==> src/rtl/tile_palette_ctrl_pkg.sv <==
// Shared constants for the tile palette controller: handshake state codes,
// grid geometry and the bit positions of the packed button vector.
package tile_palette_ctrl_pkg;

    localparam int unsigned TPC_TILES = 16;
    localparam int unsigned TPC_GRID  = 4;

    localparam logic [0:0] TPC_IDLE = 1'b0;
    localparam logic [0:0] TPC_REQ  = 1'b1;

    localparam int unsigned TPC_BTN_UP     = 0;
    localparam int unsigned TPC_BTN_DOWN   = 1;
    localparam int unsigned TPC_BTN_LEFT   = 2;
    localparam int unsigned TPC_BTN_RIGHT  = 3;
    localparam int unsigned TPC_BTN_SELECT = 4;
    localparam int unsigned TPC_BTN_COUNT  = 5;

    // Reset palette is a grey-ish ramp 8'h00, 8'h11, ..., 8'hFF.
    function automatic logic [7:0] tpc_reset_color(input int unsigned k);
        return 8'(k * 17);
    endfunction

endpackage

==> src/rtl/button_sync_edge.sv <==
// Two-flop synchroniser for a raw push-button level followed by a
// rising-edge detector producing a single-cycle pulse.
module button_sync_edge (
    input  logic clk,
    input  logic rst,
    input  logic btn,
    output logic pulse
);

    logic sync_a;
    logic sync_b;
    logic prev;

    always_ff @(posedge clk or posedge rst) begin
        if (rst) begin
            sync_a <= 1'b0;
            sync_b <= 1'b0;
            prev   <= 1'b0;
        end else begin
            sync_a <= btn;
            sync_b <= sync_a;
            prev   <= sync_b;
        end
    end

    assign pulse = sync_b & ~prev;

endmodule

==> src/rtl/tile_palette_ctrl.sv <==
// 4x4 RGB332 tile palette with button-driven cursor, blinking cursor tile
// and a level redraw request/acknowledge handshake toward the CPU.
module tile_palette_ctrl
    import tile_palette_ctrl_pkg::*;
#(
    parameter int unsigned BLINK_CYCLES = 25000000,
    parameter logic [7:0]  COLOR_STEP   = 8'd1
) (
    input  logic         Clock,
    input  logic         Reset,
    input  logic         iBtnUp,
    input  logic         iBtnDown,
    input  logic         iBtnLeft,
    input  logic         iBtnRight,
    input  logic         iBtnSelect,
    input  logic         iHighlightEn,
    input  logic         iRedrawAck,
    output logic [127:0] oRGBBus,
    output logic [3:0]   oCursor,
    output logic         oRedrawReq
);

    localparam int unsigned CNT_W = (BLINK_CYCLES > 2) ? $clog2(BLINK_CYCLES) : 1;
    localparam logic [CNT_W-1:0] CNT_MAX = CNT_W'(BLINK_CYCLES - 1);

    logic [TPC_BTN_COUNT-1:0] btn_raw;
    logic [TPC_BTN_COUNT-1:0] btn_pulse;

    logic [7:0]       palette [TPC_TILES];
    logic [3:0]       cursor;
    logic [3:0]       cursor_next;
    logic             do_select;
    logic             do_move;
    logic             any_action;
    logic [CNT_W-1:0] blink_cnt;
    logic             blink_phase;
    logic             phase_toggle;
    logic             hl_q;
    logic             dirty;
    logic             dirty_set;
    logic [0:0]       state;
    logic [127:0]     rgb_next;

    assign btn_raw[TPC_BTN_UP]     = iBtnUp;
    assign btn_raw[TPC_BTN_DOWN]   = iBtnDown;
    assign btn_raw[TPC_BTN_LEFT]   = iBtnLeft;
    assign btn_raw[TPC_BTN_RIGHT]  = iBtnRight;
    assign btn_raw[TPC_BTN_SELECT] = iBtnSelect;

    for (genvar b = 0; b < TPC_BTN_COUNT; b++) begin : g_btn
        button_sync_edge u_sync (
            .clk   (Clock),
            .rst   (Reset),
            .btn   (btn_raw[b]),
            .pulse (btn_pulse[b])
        );
    end

    // One action per cycle: Select > Up > Down > Left > Right.
    always_comb begin
        cursor_next = cursor;
        do_select   = 1'b0;
        do_move     = 1'b0;
        if (btn_pulse[TPC_BTN_SELECT]) begin
            do_select = 1'b1;
        end else if (btn_pulse[TPC_BTN_UP]) begin
            cursor_next[3:2] = cursor[3:2] - 2'd1;
            do_move          = 1'b1;
        end else if (btn_pulse[TPC_BTN_DOWN]) begin
            cursor_next[3:2] = cursor[3:2] + 2'd1;
            do_move          = 1'b1;
        end else if (btn_pulse[TPC_BTN_LEFT]) begin
            cursor_next[1:0] = cursor[1:0] - 2'd1;
            do_move          = 1'b1;
        end else if (btn_pulse[TPC_BTN_RIGHT]) begin
            cursor_next[1:0] = cursor[1:0] + 2'd1;
            do_move          = 1'b1;
        end
    end

    assign any_action   = |btn_pulse;
    assign phase_toggle = (blink_cnt == CNT_MAX) && !do_move;
    assign dirty_set    = any_action | (phase_toggle & iHighlightEn) | (iHighlightEn ^ hl_q);

    always_ff @(posedge Clock or posedge Reset) begin
        if (Reset) begin
            for (int unsigned k = 0; k < TPC_TILES; k++) begin
                palette[k] <= tpc_reset_color(k);
            end
            cursor <= '0;
        end else begin
            if (do_select) begin
                palette[cursor] <= palette[cursor] + COLOR_STEP;
            end
            cursor <= cursor_next;
        end
    end

    always_ff @(posedge Clock or posedge Reset) begin
        if (Reset) begin
            blink_cnt   <= '0;
            blink_phase <= 1'b0;
            hl_q        <= 1'b0;
        end else begin
            hl_q <= iHighlightEn;
            if (do_move) begin
                blink_cnt   <= '0;
                blink_phase <= 1'b0;
            end else if (blink_cnt == CNT_MAX) begin
                blink_cnt   <= '0;
                blink_phase <= ~blink_phase;
            end else begin
                blink_cnt <= blink_cnt + 1'b1;
            end
        end
    end

    // dirty is only consumed on IDLE->REQ; a new event in that cycle re-arms it.
    always_ff @(posedge Clock or posedge Reset) begin
        if (Reset) begin
            state <= TPC_IDLE;
            dirty <= 1'b0;
        end else begin
            case (state)
                TPC_IDLE: if (dirty) state <= TPC_REQ;
                TPC_REQ:  if (iRedrawAck) state <= TPC_IDLE;
                default:  state <= TPC_IDLE;
            endcase
            dirty <= dirty_set | (dirty & (state != TPC_IDLE));
        end
    end

    assign oRedrawReq = (state == TPC_REQ);

    always_comb begin
        rgb_next = '0;
        for (int unsigned k = 0; k < TPC_TILES; k++) begin
            if (iHighlightEn && blink_phase && (cursor == 4'(k))) begin
                rgb_next[8*k +: 8] = palette[k] ^ 8'hFF;
            end else begin
                rgb_next[8*k +: 8] = palette[k];
            end
        end
    end

    always_ff @(posedge Clock or posedge Reset) begin
        if (Reset) begin
            for (int unsigned k = 0; k < TPC_TILES; k++) begin
                oRGBBus[8*k +: 8] <= tpc_reset_color(k);
            end
            oCursor <= '0;
        end else begin
            oRGBBus <= rgb_next;
            oCursor <= cursor;
        end
    end

endmodule

==> config.mk <==
export PLATFORM = sky130hd
export DESIGN_NAME = tile_palette_ctrl
export DESIGN_NICKNAME = d
export VERILOG_FILES = /design/src/rtl/tile_palette_ctrl_pkg.sv /design/src/rtl/button_sync_edge.sv /design/src/rtl/tile_palette_ctrl.sv
export SDC_FILE = /design/constraint.sdc
export NUM_CORES = 1
export LEC_CHECK = 0
export BUFFER_PORTS_ARGS = -buffer_cell sky130_fd_sc_hd__buf_2
export CAP_MARGIN = 15
export CORE_MARGIN = 2
export CORE_UTILIZATION = 48
export CTS_CLUSTER_SIZE = 20
export DETAILED_ROUTE_END_ITERATION = 7
export MAX_ROUTING_LAYER = met4
export PLACE_DENSITY = 0.68
export RECOVER_POWER = 25
export SYNTH_ARGS = -nofsm -noshare
export SYNTH_HDL_FRONTEND = slang
export SYNTH_SLANG_ARGS = --single-unit
==> constraint.sdc <==
create_clock -name Clock -period 22.8 [get_ports Clock]
set_input_delay 1.14 -clock Clock [delete_from_list [all_inputs] [get_ports Clock]]
set_output_delay 1.14 -clock Clock [all_outputs]
set_load 0.1 [all_outputs]
After elaboration in Yosys (flattened, before gate mapping)
Cells that the tools add are included.

Bits in registers: 308. Input bits: 9. Word-level logic and storage cells: 168. Output and inout port bits: 133.

Equal/unequal tests: 16. Reductions and logical operators: 27. Bitwise logic cells: 38. $lt $le $gt $ge: 2. Muxes and demuxes: 39. $add $sub $neg: 6.

Operators with widths (number): $mux 8 (19); $bwmux 128 (1); $not 8->8 (16); $mux 25 (2); $bmux 8 s4 (1); $demux 8 s4 (1); $eq 4x4->1 const B (8); $add 25x1->25 const B (1); $eq 25x25->1 const B (1); $logic_and 1x1->1 (19); $eq 4x3->1 const B (4); $mux 1 (10); $not 1->1 (10); $add 8x1->8 const B (1); $eq 4x2->1 const B (2); $mux 2 (4); $and 1x1->1 (7); $reduce_bool 2->1 (3); $ge 5x5->1 const B (1); $lt 5x1->1 const B (1); $not 4->5 (1); $reduce_or 5->1 (1); $add 2x1->2 const B (2); $eq 4x1->1 const B (1); other kinds (8) (11).

Depth between registers and ports, before layout
Depth after elaboration: 13. Depth in mapped cells: 11.

Hierarchy
A second synthesis with hierarchy kept.

Cells, all modules: 966. Area total of the unflattened synthesis: 12545.8 um^2.

By module, submodules not included: tile_palette_ctrl (cells each 941, times used 1, area an instance 12082.8 um^2); button_sync_edge (cells each 5, times used 5, area an instance 92.6 um^2).

Worst setup path after synthesis
OpenSTA, ideal clock, no wires.

Path type: reg-to-reg. Start point: reg cursor[0]. End point: reg palette[106] (netlist name). Buffers on the path: 4. Setup time: 0.135 ns. Cell stages (with the launch flop): 11. Path slack: 20.069 ns. Clock period less this slack: 2.731 ns. Data arrival time: 2.597 ns. Cells stage by stage: dfrtp_1 -> buf_6 -> buf_12 -> mux4_1 -> a22oi_1 -> nand2_2 -> clkbuf_1 -> ha_1 -> xnor2_1 -> clkbuf_1 -> o21ai_0.

Cells in the longest elaborated chain, start to end: 6. Elaborated cells on any way between the ends: 11. Classes of those cells: 1 x add/sub; 2 x order compare; 6 x mux; 1 x bitwise; 1 x reduce/logical.

Ends and longest elaborated chain: from (decl) (RTL line tile_palette_ctrl.sv:30) `logic [3:0] cursor;`; from (signal assigned) (RTL line tile_palette_ctrl.sv:95) `cursor <= cursor_next;`; $not 4->5 (not written as such) * (RTL line tile_palette_ctrl.sv:93) `palette[cursor] <= palette[cursor] + COLOR_STEP;`; $bmux 8 s4 (tied with other cells) (RTL line tile_palette_ctrl.sv:93); $mux 8 (not written as such) / $logic_and 1x1->1 (equally long branches) (RTL line tile_palette_ctrl.sv:93); $mux 8 (not written as such) (RTL line tile_palette_ctrl.sv:93); $add 8x1->8 / $demux 8 s4 (equally long branches) (RTL line tile_palette_ctrl.sv:93); $bwmux 128 * (RTL line tile_palette_ctrl.sv:93); to (signal, indexed assignment) (RTL line tile_palette_ctrl.sv:88) `palette[k] <= tpc_reset_color(k);`; to (signal, indexed assignment) (RTL line tile_palette_ctrl.sv:93); to (decl) (RTL line tile_palette_ctrl.sv:29) `logic [7:0] palette [TPC_TILES];`.

Mark *: on every way between the ends. The rest lies on a longest branch, timed or not. The select of a mux whose other input is x is not followed. A chain may end at the register's enable or synchronous reset.

==> run metrics <==
Buffers on Ports 141; Die Ht between 150 and 200 µm; Final Cycle Share 27.5%; share of post-route cells with drive strength above 1 33.7%; Crit-path slowest cell clkinvlp_2; failing checks max-capacitance violations, max-slew violations; Yosys top cell area share 35.9%; largest net degree at the start of global routing 151; Final Routed Wirelength roughly 28000 µm; multi-input logic area 4350 µm²; vias in the first global route between 7000 and 8000; sequential fraction of the synthesis area 62.7%; WP data required 23.35 ns; DRC viols 0; Die Wd 166 µm; Synth Area in Simple Gates 8.88%; largest area contributor in the synthesized netlist dfrtp_1; Hold Buf Count CTS 0; via/cell ratio 5.23; via count approximately 7700; Synth area leaders dfrtp_1 36%, dfstp_2 27%, xor2_1 7.3%; # diodes 0; Slew Limit Fails 151; CP Depth 4; Reg area 7870 µm²; worst-path fanout max 150; clk_lat worst skew 0.55 ns; total CTS buffers 31; Hold WS about 0.35 ns; antenna violations before repair 0; Worst Hold Depth 0; CTS root buf clkbuf_16; placer congestion estimate 0.864; unrepaired setup endpoints after global routing no; unique cell type count in the Yosys netlist 47; first-pass GRT wire length roughly 44000 µm; clk sinks 308; mapped cell area 12500 µm²; Congestion Overflow GR 0; worst-case clock buffer depth 3; worst path cell trace buf_2 -> clkinvlp_2 -> buf_4 -> buf_4; HPWL after DPL 18900 µm; crit path DAT 6.82 ns; worst path bufs/invs 4; leading cell type in the layout, fill and taps excluded dfrtp_1; WL/cell 19.0 µm; Site Rows 59; multiplexer share of the synthesized area 7.84%; Syn. warnings 0; adder and majority gate portion of the synthesized area less than 1%; ys flop type dfrtp_1; Cells after Synth 971; CP Capture Type async pin; Final Critical Period 6.27 ns; final setup vio count 0; Worst Setup Start Kind input pin; Worst Tran Pin Value 6.26 ns; die area about 27000 µm²; Post-Synth XOR/XNOR Area 11.5%; ys async rst share 100%; CTS tree done; worst r2r path cells 8; slew margin rel. -319%; Post-CTS Repair Setup Buffers 0; Core ar. 25800 µm²; main combinational cell family by area after synthesis XOR/XNOR gates; Final Skew 0.0154 ns; Mean Syn Cell Area 12.9 µm²; CP Class in2async; fmax 159 MHz; Pre-Repair DR Iteration Count 5; Max Cap Violations 1; most frequent cells in the layout 180 x dfrtp_1, 140 x buf_2, 128 x dfstp_2; cell mode on critical path buf_4; nets@finish 1116; clk slew on worst S/H paths roughly 0.06 ns; Largest delay share family, worst path buffers and inverters; Post-Syn Nets a little under 1000; # resized after CTS 0; H-tree Lvls 1; status complete, but fails checks; ANT nets after route 0; DR iter-0 viols between 600 and 700; # IOs between 100 and 150; Synth Register Bits 308; Final Hold Viols 0; All-Layer GR Usage 21.1%; Starting Density 48.5%; Synth Area in Compound Gates under 10%; Area Growth Syn to Fin 15.3%; fillcell total 2135; TNS Setup 0 ns; Worst Hold Class reg2reg; critical path's largest stage delay 3.44 ns; Post-synth EDFFs 0
cell type report:
cell class,count,share of cell area (%)
sequential,308,54.4
multi-input combinational,606,30.1
clock buffer,48,6.51
timing repair buffer,151,5.44
tap,335,2.90
clock inverter,9,0.510
inverter,7,0.190
state kept, by name, indices dropped and copies added, names as in the netlist, 4 cells and up:
| name | cells |
|---|---|
| blink_cnt | 25 |
| cursor | 4 |
| g_btn.u_sync.prev | 5 |
| g_btn.u_sync.sync_a | 5 |
| g_btn.u_sync.sync_b | 5 |
| oCursor | 4 |
| oRGBBus | 128 |
| palette | 128 |
metal layers:
layer / global-route usage (%) / vias to the layer above / wire length (µm)
met1: 28.1 / 3851 / 12000
met3: 3.87 / 53 / 1670
met4: 6.01 / 0 / 712
met5: - / - / 0
met2: 33.7 / 235 / 13500
li1: - / 3522 / -
final timing paths:
kind                                   startpoint                      to  slack (ns)
setup / recovery                            Reset             oRGBBus[11]       16.53
hold / removal             g_btn[2].u_sync.sync_a  g_btn[2].u_sync.sync_b        0.35
setup reg to reg                        cursor[0]            palette[126]       18.72
hold reg to reg            g_btn[2].u_sync.sync_a  g_btn[2].u_sync.sync_b        0.35
max in group Clock                      cursor[0]            palette[126]       18.72
min in group asynchronous                   Reset             oRGBBus[65]        2.54
kinds of logic after synthesis:
logic type	count (synthesis)
flops	308
buf+inv	57
compound gates	136
mux	49
fa+ha+maj	2
simple gates	257
xor+xnor	162
cell usage after synthesis (3+ instances only):
cell type / n
nor3_1: 6
nand3_1: 14
mux4_2: 17
nand2b_1: 8
dfrtp_1: 180
xor2_1: 104
buf_2: 4
a21oi_2: 4
nand4_1: 7
xnor2_1: 55
inv_1: 7
o21ai_2: 6
dfstp_2: 128
a22oi_1: 12
nor2_1: 76
mux2_2: 16
nand2_1: 118
nor4_1: 3
buf_4: 3
and3_1: 4
o21ai_1: 8
and2_1: 3
buf_6: 6
mux4_1: 16
a21oi_1: 30
o21ai_0: 72
nor2b_1: 6
clkbuf_1: 30
clkbuf_8: 3
metrics by stage:
stage	util, %	worst slack [ns]	cell area, µm²	instances
2_1_floorplan	-	13.36	12500	971
3_3_place_gp	52.0	18.89	13400	1405
3_5_place_dp	52.0	18.84	13400	1406
4_1_cts	56.0	18.94	14500	1463
5_1_grt	56.0	15.30	14500	1464
6_report	56.0	16.53	14500	1464
Power is left out: the tool's default activity adds up to more than one toggle a clock period on the data nets, which glitch-free logic cannot reach.
